`config.mk`:
```
export PLATFORM = sky130hd
export DESIGN_NAME = output_sequencer
export DESIGN_NICKNAME = d
export VERILOG_FILES = /design/src/rtl/output_sequencer.sv
export SDC_FILE = /design/constraint.sdc
export NUM_CORES = 1
export LEC_CHECK = 0
export CAP_MARGIN = 30
export CORE_ASPECT_RATIO = 1.75
export CORE_MARGIN = 5
export CORE_UTILIZATION = 26
export CTS_BUF_LIST = sky130_fd_sc_hd__clkbuf_8
export DETAILED_ROUTE_END_ITERATION = 6
export SLEW_MARGIN = 15
export SYNTH_ARGS = -nofsm -noshare
export SYNTH_HDL_FRONTEND = slang
export SYNTH_SLANG_ARGS = --single-unit
```
`constraint.sdc`:
```
create_clock -name clk -period 2.4 [get_ports clk]
set_input_delay 0.36 -clock clk [delete_from_list [all_inputs] [get_ports clk]]
set_output_delay 0.36 -clock clk [all_outputs]
set_load 0.05 [all_outputs]
```
`src/rtl/output_sequencer.sv`:
```
// output_sequencer: dual-channel relay drive and complementary heartbeat with supervised self-test.
// Relay readback supervision (synchroniser, self-test check, fault code 5) is built only with OUTSEQ_FB_CHECK_EN.
module output_sequencer #(
    parameter int HB_DIV       = 8,
    parameter int TEST_CYC     = 32,
    parameter int WDOG_CYC     = 64,
    parameter int MISMATCH_MAX = 3,
    parameter int FB_DLY       = 16
) (
    input  logic       clk,
    input  logic       rstN,
    input  logic       start,
    input  logic       stop,
    input  logic       clrFault,
    input  logic       cmpValid1,
    input  logic       cmpValid2,
    input  logic       cmpMatch1,
    input  logic       cmpMatch2,
    input  logic       relayFb,
    output logic       relayCtrl1,
    output logic       relayCtrl2,
    output logic       switchCtrl1,
    output logic       switchCtrl2,
    output logic [1:0] state,
    output logic [2:0] faultCode,
    output logic       running
);

    typedef enum logic [1:0] {
        IDLE     = 2'd0,
        SELFTEST = 2'd1,
        RUN      = 2'd2,
        FAULT    = 2'd3
    } seqState_e;

    localparam int HB_W = $clog2(HB_DIV);
    localparam int ST_W = $clog2(TEST_CYC + 1);
    localparam int WD_W = $clog2(WDOG_CYC + 1);
    localparam logic [HB_W-1:0] HB_LAST = HB_W'(HB_DIV - 1);
    localparam logic [ST_W-1:0] ST_LAST = ST_W'(TEST_CYC - 1);
    localparam logic [WD_W-1:0] WD_LOAD = WD_W'(WDOG_CYC);
    localparam logic [3:0]      MIS_LIM = 4'(MISMATCH_MAX);

    function automatic logic [3:0] satInc4(input logic [3:0] v);
        return (v == 4'hF) ? v : v + 4'd1;
    endfunction

    seqState_e       curState, nextState;
    logic [2:0]      codeNext;
    logic [HB_W-1:0] hbCnt;
    logic [ST_W-1:0] stCnt;
    logic [WD_W-1:0] wd1, wd2;
    logic [3:0]      misCnt, misInc;
    logic            seen1, seen2;
    logic            good1, good2, misAny, matchAny, pass1, pass2;
    logic            wdTo1, wdTo2, runEntry, swNext;
    logic            fbClosed, fbLost;

`ifdef OUTSEQ_FB_CHECK_EN
    localparam int FB_W = $clog2(FB_DLY + 1);
    localparam logic [FB_W-1:0] FB_LAST = FB_W'(FB_DLY);

    logic            fbMeta, fbS;
    logic [FB_W-1:0] fbCnt;

    always_ff @(posedge clk or negedge rstN) begin
        if (!rstN) begin
            fbMeta <= 1'b0;
            fbS    <= 1'b0;
            fbCnt  <= '0;
        end else begin
            fbMeta <= relayFb;
            fbS    <= fbMeta;
            if (curState != RUN)
                fbCnt <= '0;
            else if (fbCnt != FB_LAST)
                fbCnt <= fbCnt + 1'b1;
        end
    end

    // Contacts closed while de-energised, or still open once the pull-in window has passed
    assign fbClosed = fbS;
    assign fbLost   = (fbCnt == FB_LAST) && !fbS;
`else
    logic unusedFb;
    assign unusedFb = relayFb & (FB_DLY > 0);
    assign fbClosed = 1'b0;
    assign fbLost   = 1'b0;
`endif

    always_comb begin
        good1    = cmpValid1 & cmpMatch1;
        good2    = cmpValid2 & cmpMatch2;
        misAny   = (cmpValid1 & ~cmpMatch1) | (cmpValid2 & ~cmpMatch2);
        matchAny = good1 | good2;
        pass1    = seen1 | good1;
        pass2    = seen2 | good2;
        misInc   = satInc4(misCnt);
        // A strobe arriving while the count sits at zero still rescues the channel
        wdTo1    = (wd1 == '0) & ~cmpValid1;
        wdTo2    = (wd2 == '0) & ~cmpValid2;

        nextState = curState;
        codeNext  = faultCode;
        case (curState)
            IDLE: begin
                if (start && !stop)
                    nextState = SELFTEST;
            end
            SELFTEST: begin
                if (misAny || fbClosed) begin
                    nextState = FAULT;
                    codeNext  = 3'd1;
                end else if (stCnt == ST_LAST) begin
                    if (pass1 && pass2) begin
                        nextState = RUN;
                    end else begin
                        nextState = FAULT;
                        codeNext  = 3'd1;
                    end
                end
            end
            RUN: begin
                if (fbLost) begin
                    nextState = FAULT;
                    codeNext  = 3'd5;
                end else if (wdTo1) begin
                    nextState = FAULT;
                    codeNext  = 3'd2;
                end else if (wdTo2) begin
                    nextState = FAULT;
                    codeNext  = 3'd3;
                end else if (misAny && (misInc >= MIS_LIM)) begin
                    nextState = FAULT;
                    codeNext  = 3'd4;
                end else if (stop) begin
                    nextState = IDLE;
                end
            end
            FAULT: begin
                if (clrFault && !misAny && !fbClosed) begin
                    nextState = IDLE;
                    codeNext  = 3'd0;
                end
            end
        endcase

        runEntry = (nextState == RUN) && (curState != RUN);
        if (nextState != RUN || runEntry)
            swNext = 1'b0;
        else if (hbCnt == HB_LAST)
            swNext = ~switchCtrl1;
        else
            swNext = switchCtrl1;
    end

    always_ff @(posedge clk or negedge rstN) begin
        if (!rstN) begin
            curState    <= IDLE;
            faultCode   <= 3'd0;
            running     <= 1'b0;
            relayCtrl1  <= 1'b0;
            relayCtrl2  <= 1'b0;
            switchCtrl1 <= 1'b0;
            switchCtrl2 <= 1'b0;
        end else begin
            curState    <= nextState;
            faultCode   <= codeNext;
            running     <= (nextState == RUN);
            relayCtrl1  <= (nextState == RUN);
            relayCtrl2  <= 1'b0;
            switchCtrl1 <= swNext;
            switchCtrl2 <= (nextState == RUN) & ~swNext;
        end
    end

    always_ff @(posedge clk or negedge rstN) begin
        if (!rstN) begin
            stCnt  <= '0;
            seen1  <= 1'b0;
            seen2  <= 1'b0;
            hbCnt  <= '0;
            wd1    <= '0;
            wd2    <= '0;
            misCnt <= '0;
        end else begin
            if (curState == SELFTEST) begin
                stCnt <= stCnt + 1'b1;
                seen1 <= pass1;
                seen2 <= pass2;
            end else begin
                stCnt <= '0;
                seen1 <= 1'b0;
                seen2 <= 1'b0;
            end

            if (nextState != RUN || runEntry || hbCnt == HB_LAST)
                hbCnt <= '0;
            else
                hbCnt <= hbCnt + 1'b1;

            if (runEntry) begin
                wd1    <= WD_LOAD;
                wd2    <= WD_LOAD;
                misCnt <= '0;
            end else if (curState == RUN) begin
                wd1 <= cmpValid1 ? WD_LOAD : ((wd1 == '0) ? wd1 : wd1 - 1'b1);
                wd2 <= cmpValid2 ? WD_LOAD : ((wd2 == '0) ? wd2 : wd2 - 1'b1);
                if (misAny)
                    misCnt <= misInc;
                else if (matchAny)
                    misCnt <= '0;
            end else begin
                wd1    <= '0;
                wd2    <= '0;
                misCnt <= '0;
            end
        end
    end

    assign state = curState;

endmodule

```
Word-level counts from Yosys, hierarchy flattened

Cells that the tools add are included.

$lt $le $gt $ge: 1
Equal/unequal tests: 16
Muxes and demuxes: 37
$add $sub $neg: 5
Bitwise logic cells: 17
Reduce and logical (&&, ||, !) cells: 14

Operator list:

| kind                  | number |
|---|---|
| $mux W7               | 8 |
| $mux W3               | 8 |
| $mux W4               | 5 |
| $mux W2               | 8 |
| $ne A4 B4 Y1 const B  | 4 |
| $logic_not A7 Y1      | 2 |
| $sub A7 B1 Y7 const B | 2 |
| $pmux W3 S3           | 1 |
| $pmux W2 S4           | 1 |
| $and A1 B1 Y1         | 7 |
| $add A6 B1 Y6 const B | 1 |
| $eq A2 B2 Y1 const B  | 3 |
| $eq A6 B5 Y1 const B  | 1 |
| $mux W6               | 1 |
| $ne A2 B2 Y1 const B  | 3 |
| $ne A3 B3 Y1 const B  | 2 |
| $not A1 Y1            | 6 |
| $logic_and A1 B1 Y1   | 5 |
| $mux W1               | 5 |
| $reduce_and A5 Y1     | 1 |
| $add A4 B1 Y4 const B | 1 |
| $eq A4 B4 Y1 const B  | 1 |
| $ge A4 B2 Y1 const B  | 1 |
| $or A1 B1 Y1          | 4 |
| 7 further kinds       | 9 |

Output and inout bits: 10
Input bits: 10
Flip-flop bits (word level): 37

Longest topological paths before layout

Gate-level depths: netlist of run 1.

Word-level depth: 14
Gate-level depth with buffers: 8
Gate-level depth less buffers: 7

Least setup slack after synthesis of run 1

No wires, ideal clock.

Path type: register -> register
Start: register wd1[0]
End: register hbCnt[2]
Buffers on the path: 1
Library setup time: 0.129 ns
Required time: 2.271 ns
Cell stages (with the launch flop): 9
Arrival time: 2.045 ns
Path slack: 0.226 ns
Path through: dfrtp_1 inv_1 ha_1 or3b_4 or4_1 buf_2 o211a_1 o21bai_4 nor4b_2

Cells in the longest elaborated chain, start to end: 9
Elaborated cells on any way between the ends: 10

Ends and longest elaborated chain:

| what                                | line | source |
|---|---|---|
| from (decl)                         | 52   | `logic [WD_W-1:0] wd1, wd2;` |
| from (signal assigned)              | 207  | `wd1 <= cmpValid1 ? WD_LOAD : ((wd1 == '0) ? wd1 : wd1 - 1'b1);` |
| $logic_not A7 Y1 (*)                | 100  | `wdTo1 = (wd1 == '0) & ~cmpValid1;` |
| $and A1 B1 Y1 (*)                   | 100  |  |
| $mux W2 (*)                         | 127  | `end else if (wdTo1) begin` |
| $pmux W2 S4 (*)                     | 105  | `case (curState)` |
| $eq A2 B2 Y1                        | 148  | `runEntry = (nextState == RUN) && (curState != RUN);` |
| $logic_and A1 B1 Y1                 | 148  |  |
| $logic_or A1 B1 Y1 (*) (2 in a row) | 197  | `if (nextState != RUN \|\| runEntry \|\| hbCnt == HB_LAST)` |
| $mux W3 (*)                         | 197  |  |
| to (signal assigned)                | 200  | `hbCnt <= hbCnt + 1'b1;` |
| to (decl)                           | 50   | `logic [HB_W-1:0] hbCnt;` |

Every way passes the cells marked *; elsewhere a longest branch is shown, timed or not.
A chain may end at the register's enable or synchronous reset.

Worst setup path after layout of run 1

Start: register misCnt[1]
End: register faultCode[0]

Cells in the longest elaborated chain, start to end: 6
Elaborated cells on any way between the ends: 7

Ends and longest elaborated chain:

| what                                          | line | source |
|---|---|---|
| from (decl)                                   | 53   | `logic [3:0] misCnt, misInc;` |
| from (signal assigned)                        | 210  | `misCnt <= misInc;` |
| $add A4 B1 Y4 or $eq A4 B4 Y1 (tied branches) | 45   | `return (v == 4'hF) ? v : v + 4'd1;` |
| $mux W4 (*)                                   | 45   |  |
| $ge A4 B2 Y1 (*)                              | 133  | `end else if (misAny && (misInc >= MIS_LIM)) begin` |
| $logic_and A1 B1 Y1 (*)                       | 133  |  |
| $ne A4 B4 Y1 (no source line) (*)             | -    |  |
| $reduce_and A5 Y1 (no source line) (*)        | -    |  |
| to (signal assigned)                          | 168  | `faultCode <= codeNext;` |
| to (decl)                                     | 25   | `output logic [2:0] faultCode,` |

Marks and branches as above.

==> results of run 1 <==
-- worst register-to-register path: stages, from the launching register on --
cell      delay, ps
dfrtp_1         410
ha_1            280
a21bo_2         250
a2111o_1        430
a21boi_1        160
o31ai_1         320
mux2_4          330
-- power by group through the flow --
stage	Sequential, mW	Combinational, mW	Clock, mW
after floorplan	0.962	0.872	0
after global placement	0.873	1.27	0
after detailed placement	0.880	1.29	0
after CTS	0.866	1.29	0.478
after global routing	0.887	1.43	0.499
final	0.865	1.30	0.452
-- logic make-up after synthesis --
| kind of cell | count (synthesis) |
|---|---|
| and+or+nand+nor | 74 |
| AOI/OAI and AO/OA | 46 |
| DFF | 37 |
| buffers and inverters | 19 |
| xor gates and xnor gates | 10 |
| adders and majority gates | 6 |
| muxes | 5 |
| other | 1 |
-- registers in the layout, summed over array words and instances, names as in the netlist --
name,flops
faultCode,3
hbCnt,3
misCnt,4
running,1
seen1,1
seen2,1
stCnt,6
state,2
switchCtrl1,1
switchCtrl2,1
wd1,7
wd2,7
-- routing by layer --
layer,vias to the layer above,global-route usage,share of wire
met2,22,0.157,0.54
met1,723,0.0882,0.40
met3,9,0.0216,0.035
met4,0,0.0597,0.032
met5,-,0,0
li1,749,-,-
-- final timing paths --
check,end,slack [ps],depth (start not counted)
max,faultCode[0],110,6
min,hbCnt[0],4,1
max reg2reg,faultCode[0],110,6
min reg2reg,hbCnt[0],460,1
max in group asynchronous,wd2[3],1930,2
min in group clk,hbCnt[0],460,1
-- cell usage after synthesis (3+ instances only) --
cell      number  area (um^2)
mux2_2         4         45.0
a21oi_1       18         90.1
ha_1           6         75.1
dfrtp_1       37          926
or3_1          4         25.0
nor2b_1        6         37.5
clkbuf_1       5         18.8
nand2b_1      10         62.6
buf_2          3         15.0
xor2_1         3         26.3
or4_1          3         22.5
o21ai_0        5         25.0
xnor2_1        7         61.3
nand2_1        8         30.0
nand3_1        5         25.0
nor2_1        24         90.1
inv_1          8         30.0
o31ai_1        3         22.5
-- cell type report --
class,count,area (um^2),area share
timing repair buffer,27,260,0.109
inverter,9,33.8,0.0141
clock inverter,3,21.3,0.00888
multi-input combinational,142,976,0.407
tap,88,110,0.0460
sequential,37,926,0.386
clock buffer,5,68.8,0.0287
-- through the flow --
| stage | total power, mW | setup slack [ps] | area, um^2 | hold slack, ps | instances |
|---|---|---|---|---|---|
| after CTS | 2.64 | 34.3 | 2360 | 178 | 310 |
| after global routing | 2.82 | 11.9 | 2400 | 21.0 | 311 |
| after detailed placement | 2.17 | 66.7 | 2270 | 456 | 302 |
| after global placement | 2.14 | 76.6 | 2270 | 446 | 302 |
| final | 2.61 | 110 | 2400 | 3.64 | 311 |
| after floorplan | 1.83 | 226 | 1980 | 64.4 | 198 |
==> results.md, run 1 <==
* Largest net degree at the start of global routing at 38
* Ys flop type: dfrtp_1
* Max-slew violations at 0
* Switching power total at 1.07 mW
* Comb pwr share at 0.497
* Post-cts resize count at 0
* Critical Path Start: misCnt[1]
* FILL cells at 791
* GR Util All Layers at 0.0880
* Adder-Cell Fraction of Synth Area at 0.0379
* XOR/XNOR Fraction of Synth Area at 0.0442
* Leakage power at 1.03 nW
* Skew-Pair Late Insertion Delay at 310 ps
* Slew @ Worst Pin at 498 ps
* Yosys warns at 0
* Diode count at 0
* I/O Buffers at 17
* First-pass GRT wire length at 6820 um
* Worst path buffer plus inverter count at 0
* Number of global-route vias before repair at 1467
* Layout area overhead at 21.0%
* FFs w/ async S/R, synth at 1.00
* Synth Area in Compound Gates at 0.164
* Worst Path Class, Setup: reg -> reg
* Via Count at 1503
* Reg2Reg Launch Point: misCnt[1]
* Initial Utilization at 0.264
* Final setup viols at 0
* Final hold violation count at 0
* Flops & latches, synth at 37
* CTS tree: done
* DRC at 0
* Cells after Synth at 198
* Post-Route WL at 3930 um
* Clock skew at 12.3 ps
* Clock transition at path regs at 90 ps
* FMAX at 437 MHz
* Outcome: complete, no violations
* Flop pwr share at 0.331
* TritonCTS Buffers at 5
* Crit start category: flop
* Final period util at 0.954
* RSZ-0062 raised after global routing: false
* Post-route ant nets at 0
* Worst path cell trace: ha_1 > a21bo_2 > a2111o_1 > a21boi_1 > o31ai_1 > mux2_4
* Clk buf depth at 2
* Max Cap Viol at 0
* Synth Cell Area at 0.00198 mm^2
* First-pass iteration count of the detailed router at 4
* DRT iter0 DRCs at 93
* Clock sinks at 37
* Post-synth EDFFs at 0
* Largest family of logic cells by synthesized area: simple AND/OR/NAND/NOR gates
* Commonest non-fill, non-tap cells in the layout: 37 x dfrtp_1, 24 x nor2_1, 18 x a21oi_1
* Peak VDD IR at 0.310 mV
* Sequential area share after synthesis at 0.467
* CP endpoint kind: flop
* P_int at 1.54 mW
* Grt ovf at 0
* Peak per-stage delay on the critical path at 430 ps
* Critical path arrival at 2480 ps
* Switching part of the total power at 0.410
* Number of setup buffers added after CTS at 0
* Req. time, crit path at 2590 ps
* Cell area power density at 1090 mW/mm^2
* # rows at 42
* Wirelength per Cell at 12.6 um
* Die Span X at 76.0 um
* Max-slew headroom at 0.667
* CP Max Fanout at 7
* Clk pwr share at 0.173
* Post-synthesis mux area share at 0.0303
* Critical-path cell with the highest stage delay: a2111o_1
* Die height at 125 um
* Crit-path leading delay family: compound AO/OA/AOI/OAI gates
* Finished Core Util at 0.319
* Post-Synth Simple-Gate Area at 0.212
* Dpl hpwl at 2940 um
* Layout cell share with drive strength beyond 1 at 0.170
* Syn_nets at 214
* Mean Syn Cell Area at 10.0 um^2
* Root buffer cell: clkbuf_8
* Core area at 0.00751 mm^2
* IO Pins at 20
* Hold Buf Count CTS at 0
* Commonest non-fill, non-tap cell in the layout: dfrtp_1
* Final Critical Period at 2290 ps
* Final Wtd Congestion at 0.774
* Setup TNS at 0 ps
* Final net count at 238
* Post-synthesis cell type count at 47
* Vias per cell at 4.83
* Hold Path Class: in -> async
* Die Area at 0.00953 mm^2
* H-tree lvl count at 2
* Initial antenna violation count at 0
No activity file was read; power rests on OpenSTA's default activity.
==> inputs of run 2 (changes only) <==
Settings changed: GPL_TIMING_DRIVEN set to 1.
==> results of run 2 <==
The final DEF is identical to that of run 1; final timing and power are the same.
==> inputs of run 3 (changes only) <==
Settings changed: CTS_CLUSTER_DIAMETER set to 100, GPL_ROUTABILITY_DRIVEN set to 0.
==> results of run 3 <==
The final DEF is identical to that of run 1; final timing and power are the same.
